### config.mk
export PLATFORM = sky130hd
export DESIGN_NAME = cnt_timer_ctrl
export DESIGN_NICKNAME = d
export VERILOG_FILES = /design/src/rtl/cnt_timer_ctrl.sv
export SDC_FILE = /design/constraint.sdc
export NUM_CORES = 1
export LEC_CHECK = 0
export CAP_MARGIN = 40
export CORE_MARGIN = 4
export CORE_UTILIZATION = 35
export DETAILED_ROUTE_END_ITERATION = 8
export HOLD_SLACK_MARGIN = 0.15
export PLACE_DENSITY = 0.77
export SYNTH_ARGS = -nofsm -noshare
export SYNTH_HDL_FRONTEND = slang
export SYNTH_SLANG_ARGS = --single-unit
### constraint.sdc
create_clock -name clk_i -period 1.5 [get_ports clk_i]
set_clock_uncertainty 0.2 [all_clocks]
set_input_delay 0.3 -clock clk_i [delete_from_list [all_inputs] [get_ports clk_i]]
set_output_delay 0.3 -clock clk_i [all_outputs]
set_load 0.02 [all_outputs]
### src/rtl/cnt_timer_ctrl.sv
// Interval timer controller for an external loadable up-counter: prescaled enable, periodic/one-shot reload.
// Optional sticky interrupt flag when TIMER_CTRL_IRQ_EN is defined (adds irq_clr_i / irq_o).
module cnt_timer_ctrl #(
  parameter int WIDTH     = 8,
  parameter int PSC_WIDTH = 8
) (
  input  logic                 clk_i,
  input  logic                 rst_i,
  input  logic                 start_i,
  input  logic                 stop_i,
  input  logic                 oneshot_i,
  input  logic [PSC_WIDTH-1:0] psc_i,
  input  logic [WIDTH-1:0]     start_val_i,
  input  logic [WIDTH-1:0]     end_val_i,
  input  logic [WIDTH-1:0]     cnt_i,
`ifdef TIMER_CTRL_IRQ_EN
  input  logic                 irq_clr_i,
  output logic                 irq_o,
`endif
  output logic                 ld_o,
  output logic [WIDTH-1:0]     ld_cnt_o,
  output logic                 ena_cnt_o,
  output logic                 tick_o,
  output logic                 busy_o,
  output logic                 done_o
);

  typedef enum logic [1:0] {IDLE, LOAD, RUN, DONE} state_t;

  state_t               state, state_nxt;
  logic [PSC_WIDTH-1:0] psc_cnt, psc_q;
  logic [WIDTH-1:0]     start_q, end_q;
  logic                 oneshot_q;
  logic                 pt, term;

  always_ff @(posedge clk_i) begin
    if (rst_i) begin
      state     <= IDLE;
      psc_cnt   <= '0;
      psc_q     <= '0;
      start_q   <= '0;
      end_q     <= '0;
      oneshot_q <= 1'b0;
    end else begin
      state <= state_nxt;
      if (!stop_i && start_i) begin
        psc_q     <= psc_i;
        start_q   <= start_val_i;
        end_q     <= end_val_i;
        oneshot_q <= oneshot_i;
      end
      // Prescaler only advances while running undisturbed; any start/stop re-phases it.
      if (state == RUN && !stop_i && !start_i)
        psc_cnt <= pt ? '0 : psc_cnt + 1'b1;
      else
        psc_cnt <= '0;
    end
  end

  always_comb begin
    pt   = (state == RUN) && (psc_cnt == psc_q);
    term = pt && (cnt_i == end_q);

    ld_o      = (state == LOAD) | (term & ~oneshot_q);
    ld_cnt_o  = start_q;
    ena_cnt_o = pt & ~term;
    tick_o    = term;
    busy_o    = (state == LOAD) || (state == RUN);
    done_o    = (state == DONE);

    state_nxt = state;
    if (stop_i)
      state_nxt = IDLE;
    else if (start_i)
      state_nxt = LOAD;
    else begin
      case (state)
        LOAD:    state_nxt = RUN;
        RUN:     if (term && oneshot_q) state_nxt = DONE;
        default: state_nxt = state;
      endcase
    end
  end

`ifdef TIMER_CTRL_IRQ_EN
  // Set beats clear so a tick coinciding with an acknowledge is never lost.
  always_ff @(posedge clk_i) begin
    if (rst_i)          irq_o <= 1'b0;
    else if (term)      irq_o <= 1'b1;
    else if (irq_clr_i) irq_o <= 1'b0;
  end
`endif

endmodule

==> results of run 1 <==
metal layers:
layer,up-vias,wire length (µm),global-route usage (%),share of wire [%]
li1,747,-,-,-
met1,660,1525,15.72,41
met2,30,1914,25.37,52
met3,7,198,4.324,5.3
met4,0,72,6.522,1.9
met5,-,0,0,0
cells in the mapped netlist, types with 2 or more instances:
| cell | instances |
|---|---|
| ha_1 | 4 |
| clkbuf_1 | 6 |
| nor4_2 | 4 |
| nand2_1 | 55 |
| a21oi_1 | 26 |
| buf_2 | 3 |
| dfxtp_1 | 35 |
| nand3_1 | 5 |
| xor2_1 | 21 |
| nand2b_1 | 2 |
| inv_1 | 5 |
| o21ai_1 | 2 |
| nand4_1 | 2 |
| nor2_1 | 10 |
layout make-up:
type | instances | area (µm²) | share of cell area (%)
clock buffer | 5 | 68.82 | 2.775
sequential | 35 | 710.7 | 28.66
clock inverter | 3 | 20.02 | 0.8073
multi-input combinational | 140 | 904.6 | 36.48
timing repair buffer | 73 | 694.4 | 28.00
tap | 50 | 62.56 | 2.523
inverter | 5 | 18.77 | 0.7568
state kept, by name, summed over array words and instances, names as in the netlist:
| name | count |
|---|---|
| state | 2 |
| psc_cnt | 8 |
| psc_q | 8 |
| ld_cnt_o | 8 |
| end_q | 8 |
| oneshot_q | 1 |
final timing paths:
check	slack [ps]	end	cells after the start	start
max	-750	ld_o	5	psc_q[2]
min	250	state[0]	4	stop_i
max reg2reg	-60	state[0]	6	end_q[6]
min reg2reg	250	ld_cnt_o[1]	2	ld_cnt_o[1]
critical path, delay by kind of cell (launching register included):
| family | cells | cell delay (ps) |
|---|---|---|
| compound gates | 1 | 270 |
| xor+xnor | 1 | 180 |
| buf+inv | 1 | 150 |
| flops | 1 | 340 |
| simple gates | 2 | 520 |
power by group:
| part | total, mW | internal [mW] | leakage [nW] | switching (mW) |
|---|---|---|---|---|
| Sequential | 0.984 | 0.963 | 0.289 | 0.0213 |
| Combinational | 0.316 | 0.179 | 0.732 | 0.138 |
| Clock | 0.680 | 0.323 | 0.0402 | 0.358 |
| Total | 1.98 | 1.46 | 1.06 | 0.517 |
kinds of logic after synthesis:
logic type | Yosys count | synth area share (%)
XOR/XNOR | 22 | 12.45
adder cells (fa/ha/maj) | 4 | 3.234
buffers and inverters | 14 | 3.638
flip-flops | 35 | 45.27
AO/OA/AOI/OAI | 31 | 10.91
AND/OR/NAND/NOR | 83 | 24.50
metrics by stage:
step | TNS, ps | worst slack [ps] | utilization [%]
2_1_floorplan | -868.8 | -343.0 | -
3_3_place_gp | -11510 | -1238 | 54.32
3_5_place_dp | -12520 | -1258 | 54.32
4_1_cts | -2570 | -795.8 | 56.97
5_1_grt | -3210 | -834.5 | 59.84
6_report | -2326 | -748.4 | 59.84
timing repair:
action                                  4_1_cts  5_1_grt
resized for setup                            49       25
endpoints found under the setup margin       23       23
pin swaps                                    13       11
buffers inserted                              0        4
==> metrics.md, run 1 <==
| Metric | Value |
|---|---|
| Outcome | `complete, but fails checks` |
| Failing checks | `negative setup slack` |
| CTS tree | `built` |
| Worst setup EP type | `primary output` |
| Design area | `2480 µm²` |
| Final WS setup | `-748.4 ps` |
| Hold crit path type | `in -> reg` |
| Total power | `1.981 mW` |
| Area share of the largest cell type after synthesis | `45.27%` |
| Worst vdd rail ir drop | `0.0005519 V` |
| Post-DP HPWL | `2740 µm` |
| Commonest non-fill, non-tap cell in the layout | `nand2_1` |
| WP data required | `1000 ps` |
| Ys flop type | `dfxtp_1` |
| # IOs | `50` |
| Post-cts hold buffer count | `0` |
| Longest Clk Path Bufs | `2` |
| Max-Cap Viols | `0` |
| Synthesis Warnings | `0` |
| CTS root buf | `clkbuf_8` |
| WL/cell | `11.93 µm` |
| Vias in the first global route | `1384` |
| Leakage | `1.061 nW` |
| Min Tclk post-route | `2248 ps` |
| F_max | `444.8 MHz` |
| Via count | `1444` |
| Vias per cell | `4.643` |
| Starting Density | `37.35%` |
| Global-route wire length before repair | `6058 µm` |
| Input/output buffers | `49` |
| Synthesized Nets | `230` |
| Clock sinks | `35` |
| Count of state elements after synthesis | `35` |
| Antenna diode count | `0` |
| DRT Pass-1 Iters | `4` |
| Layout cell share with drive strength beyond 1 | `25.29%` |
| Register area share after synthesis | `45.27%` |
| Critical Path AT | `1750 ps` |
| Relative slew slack | `80.89%` |
| Synthesized cell area | `1548 µm²` |
| Total CTS buffers | `5` |
| Nets@finish | `301` |
| Row cnt | `23` |
| Synthesized instance count | `189` |
| # H-tree levels | `2` |
| DIE WIDTH | `74.50 µm` |
| CP max FO | `5` |
| Kind of critical path | `reg -> out` |
| Core Region | `4144 µm²` |
| Largest net degree at the start of global routing | `25` |
| Final ANT Viol Nets | `0` |
| GPL Wtd Cong | `0.7398` |
| Post-DP Area | `2251 µm²` |
| # fillers | `358` |
| Grt total ovfl | `0` |
| Fraction of registers with async set/reset | `0%` |
| Antenna violations before repair | `0` |
| Part of the cycle the worst path needs | `149.9%` |
| Cell Chain, Critical Path | `xor2_2 > nor4_4 > nand3_2 > o31ai_4 > buf_6` |
| Crit path max-delay cell type | `dfxtp_2` |
| Fin. max-slew vios | `0` |
| CP max stage delay | `340 ps` |
| Die area | `5550 µm²` |
| Dominant cell type by area after synthesis | `dfxtp_1` |
| Post-Syn Area per Cell | `8.189 µm²` |
| Die Height | `74.50 µm` |
| Startpoint types | `flop` |
| Setup violators final | `7` |
| Synth area leaders | `dfxtp_1 (45%), nand2_1 (13%), xor2_1 (12%)` |
| Iteration-0 DRC Markers | `53` |
| GRT Total Usage | `14.35%` |
| P per Cell Area | `798.9 nW/µm²` |
| Most frequent cells in the layout | `nand2_1 (55), clkdlybuf4s50_1 (29), dfxtp_1 (27)` |
| RSZ-0062 raised after global routing | `true` |
| Fin Hold WS | `245.3 ps` |
| Slew @ Worst Pin | `285.7 ps` |
| Final WL | `3710 µm` |
| Synth cell types | `23` |
| Post-synth EDFFs | `0` |
| DRC violations left | `0` |
| Post-Layout Cell Count | `311` |
| Clock transition at the registers of the reported paths | `80 ps` |
| Hold Fails Final Rpt | `0` |
| Post-placement cell count | `300` |
| Worst skew pair latency | `290 ps` |
| Layout Area Growth over Synthesis | `60.23%` |
(Power assumes the default switching activity.)
==> run 2: changes to the inputs <==
--- a/config.mk
+++ b/config.mk
@@ -10,7 +10,7 @@
 export CORE_UTILIZATION = 35
 export DETAILED_ROUTE_END_ITERATION = 8
 export HOLD_SLACK_MARGIN = 0.15
-export PLACE_DENSITY = 0.77
+export PLACE_DENSITY = 0.74
 export SYNTH_ARGS = -nofsm -noshare
 export SYNTH_HDL_FRONTEND = slang
 export SYNTH_SLANG_ARGS = --single-unit
==> constraint.sdc (replaced) <==
create_clock -name clk_i -period 2.4 [get_ports clk_i]
set_clock_uncertainty 0.2 [all_clocks]
set_input_delay 0.48 -clock clk_i [delete_from_list [all_inputs] [get_ports clk_i]]
set_output_delay 0.48 -clock clk_i [all_outputs]
set_load 0.02 [all_outputs]
==> metrics.md, run 2 (synthesis gave the netlist of run 1 again) <==
| Metric | Value |
|---|---|
| HP Start | `ld_cnt_o[0]` |
| P per Cell Area | `517.4 nW/µm²` |
| Core Region | `4144 µm²` |
| Fin Hold WS | `251.3 ps` |
| Largest net degree at the start of global routing | `27` |
| # H-tree levels | `2` |
| Critical Path AT | `1720 ps` |
| RSZ-0062 raised after global routing | `true` |
| Grt total ovfl | `0` |
| Routed met3 length | `256 µm` |
| CTS root buf | `clkbuf_8` |
| Total CTS buffers | `5` |
| Met1 wire length | `1511 µm` |
| CTS tree | `built` |
| Worst setup EP type | `primary output` |
| Outcome | `completed` |
| Design area | `2268 µm²` |
| Post-DP HPWL | `2699 µm` |
| FF-to-FF End | `psc_cnt[2]` |
| Hold Fails Final Rpt | `0` |
| Kind of critical path | `in -> out` |
| Slew @ Worst Pin | `329.7 ps` |
| Crit path max-delay cell type | `nor4_2` |
| Setup violators final | `0` |
| Hold Crit Endpoint | `ld_cnt_o[0]` |
| Leakage | `0.9463 nW` |
| RR Startpoint | `psc_q[6]` |
| Cell Chain, Critical Path | `dlygate4sd2_1 > xor2_1 > nor4_2 > nand2_1 > o31ai_2 > buf_4` |
| Layout Area Growth over Synthesis | `46.56%` |
| Startpoint types | `input port` |
| CP delay by family, top | `simple AND/OR/NAND/NOR gates` |
| Input/output buffers | `49` |
| GPL Wtd Cong | `0.7437` |
| CP max FO | `2` |
| Part of the cycle the worst path needs | `99.99%` |
| DRC violations left | `0` |
| Via count | `1424` |
| Commonest non-fill, non-tap cell in the layout | `nand2_1` |
| Total power | `1.174 mW` |
| Clock transition at the registers of the reported paths | `60 ps` |
| WP data required | `1720 ps` |
| Post-Layout Cell Count | `303` |
| Most frequent cells in the layout | `nand2_1 (55), clkdlybuf4s50_1 (38), dfxtp_1 (35)` |
| Worst reg2reg path depth | `5` |
| # IOs | `50` |
| Die area | `5550 µm²` |
| Top layer in use | `met4` |
| WHS Path Cells | `2` |
| GRT Total Usage | `14.93%` |
| Met2 WL post-DR | `1750 µm` |
| CP Buf/Inv Count | `2` |
| Post-cts hold buffer count | `0` |
| Post-DP Area | `2186 µm²` |
| Setup TNS | `0 ps` |
| Antenna diode count | `0` |
| Antenna violations before repair | `0` |
| Nets@finish | `295` |
| Min Tclk post-route | `2400 ps` |
| Longest Clk Path Bufs | `2` |
| Vias in the first global route | `1438` |
| Vias per cell | `4.700` |
| Relative slew slack | `77.85%` |
| CP max stage delay | `320 ps` |
| R2R Setup Slk | `800 ps` |
| Starting Density | `37.35%` |
| Post-placement cell count | `295` |
| Final ANT Viol Nets | `0` |
| Die Height | `74.50 µm` |
| Layout cell share with drive strength beyond 1 | `14.62%` |
| F_max | `416.7 MHz` |
| DIE WIDTH | `74.50 µm` |
| DRT Pass-1 Iters | `4` |
| Iteration-0 DRC Markers | `80` |
| Worst vdd rail ir drop | `0.0003405 V` |
| Worst skew pair latency | `280 ps` |
| Max-Cap Viols | `0` |
| Row cnt | `23` |
| WL/cell | `11.81 µm` |
| Fin. max-slew vios | `0` |
| Global-route wire length before repair | `6306 µm` |
| Hold crit path type | `reg -> reg` |
| Final WL | `3578 µm` |
| Clock sinks | `35` |
==> run 2: cell count changes in the layout (fill, tap and decap cells not counted), moves of 3 or more <==
| cell | delta |
|---|---|
| nor4_4 | -3 |
| dfxtp_1 | +8 |
| xor2_1 | +4 |
| clkdlybuf4s50_1 | +9 |
| xor2_2 | -4 |
| buf_6 | -6 |
| nor4_2 | +3 |
| dlymetal6s2s_1 | -4 |
| dfxtp_2 | -8 |
==> run 2: worst register-to-register path, cell delays in order (launching register included) <==
cell and delay (ps):
dfxtp_1 320, xor2_1 170, nor4_2 360, buf_4 170, a21o_2 200, nor2_1 70
==> run 2: layer usage <==
| metal | vias up | GRT usage, % |
|---|---|---|
| met2 | 38 | 24.20 |
| met5 | - | 0 |
| met3 | 5 | 5.811 |
| met4 | 0 | 6.522 |
| li1 | 736 | - |
| met1 | 645 | 17.52 |
==> run 2: worst max-delay path by stage <==
stage / startpoint / to / slack, ps / depth (start not counted)
floorplan: cnt_i[6] / ld_o / 220 / 4
global placement: cnt_i[4] / ld_o / -620 / 6
detailed placement: cnt_i[7] / ld_o / -630 / 6
CTS: cnt_i[6] / ld_o / -30 / 6
global route: psc_q[5] / ld_o / -80 / 5
finish: cnt_i[2] / ld_o / 0.3 / 6
==> run 2: stage by stage <==
stage | setup WS, ps | utilization [%]
3_3_place_gp | -616.9 | 52.75
5_1_grt | -77.25 | 54.74
4_1_cts | -26.40 | 54.47
3_5_place_dp | -633.2 | 52.75
2_1_floorplan | 221.1 | -
6_report | 0.2844 | 54.74
==> run 2: timing repair <==
| item | 4_1_cts | 5_1_grt |
|---|---|---|
| setup buffers | 1 | 1 |
| pin swaps | 9 | 2 |
| endpoints found under the setup margin | 3 | 3 |
| hold endpoints to repair | 0 | 0 |
| gates resized for setup | 25 | 2 |
==> run 2: final cells by class <==
type	instances	area [µm²]
clock buffers	6	72.57
fillers	403	1876
inverters	5	18.77
multi-input cells	140	804.5
flip-flops and latches	35	700.7
well taps	50	62.56
repair buffers	67	609.3
==> run 2: power by group <==
part / internal, mW / total [mW] / switching [mW]
Sequential: 0.601 / 0.614 / 0.0127
Clock: 0.193 / 0.381 / 0.188
Combinational: 0.102 / 0.179 / 0.0773
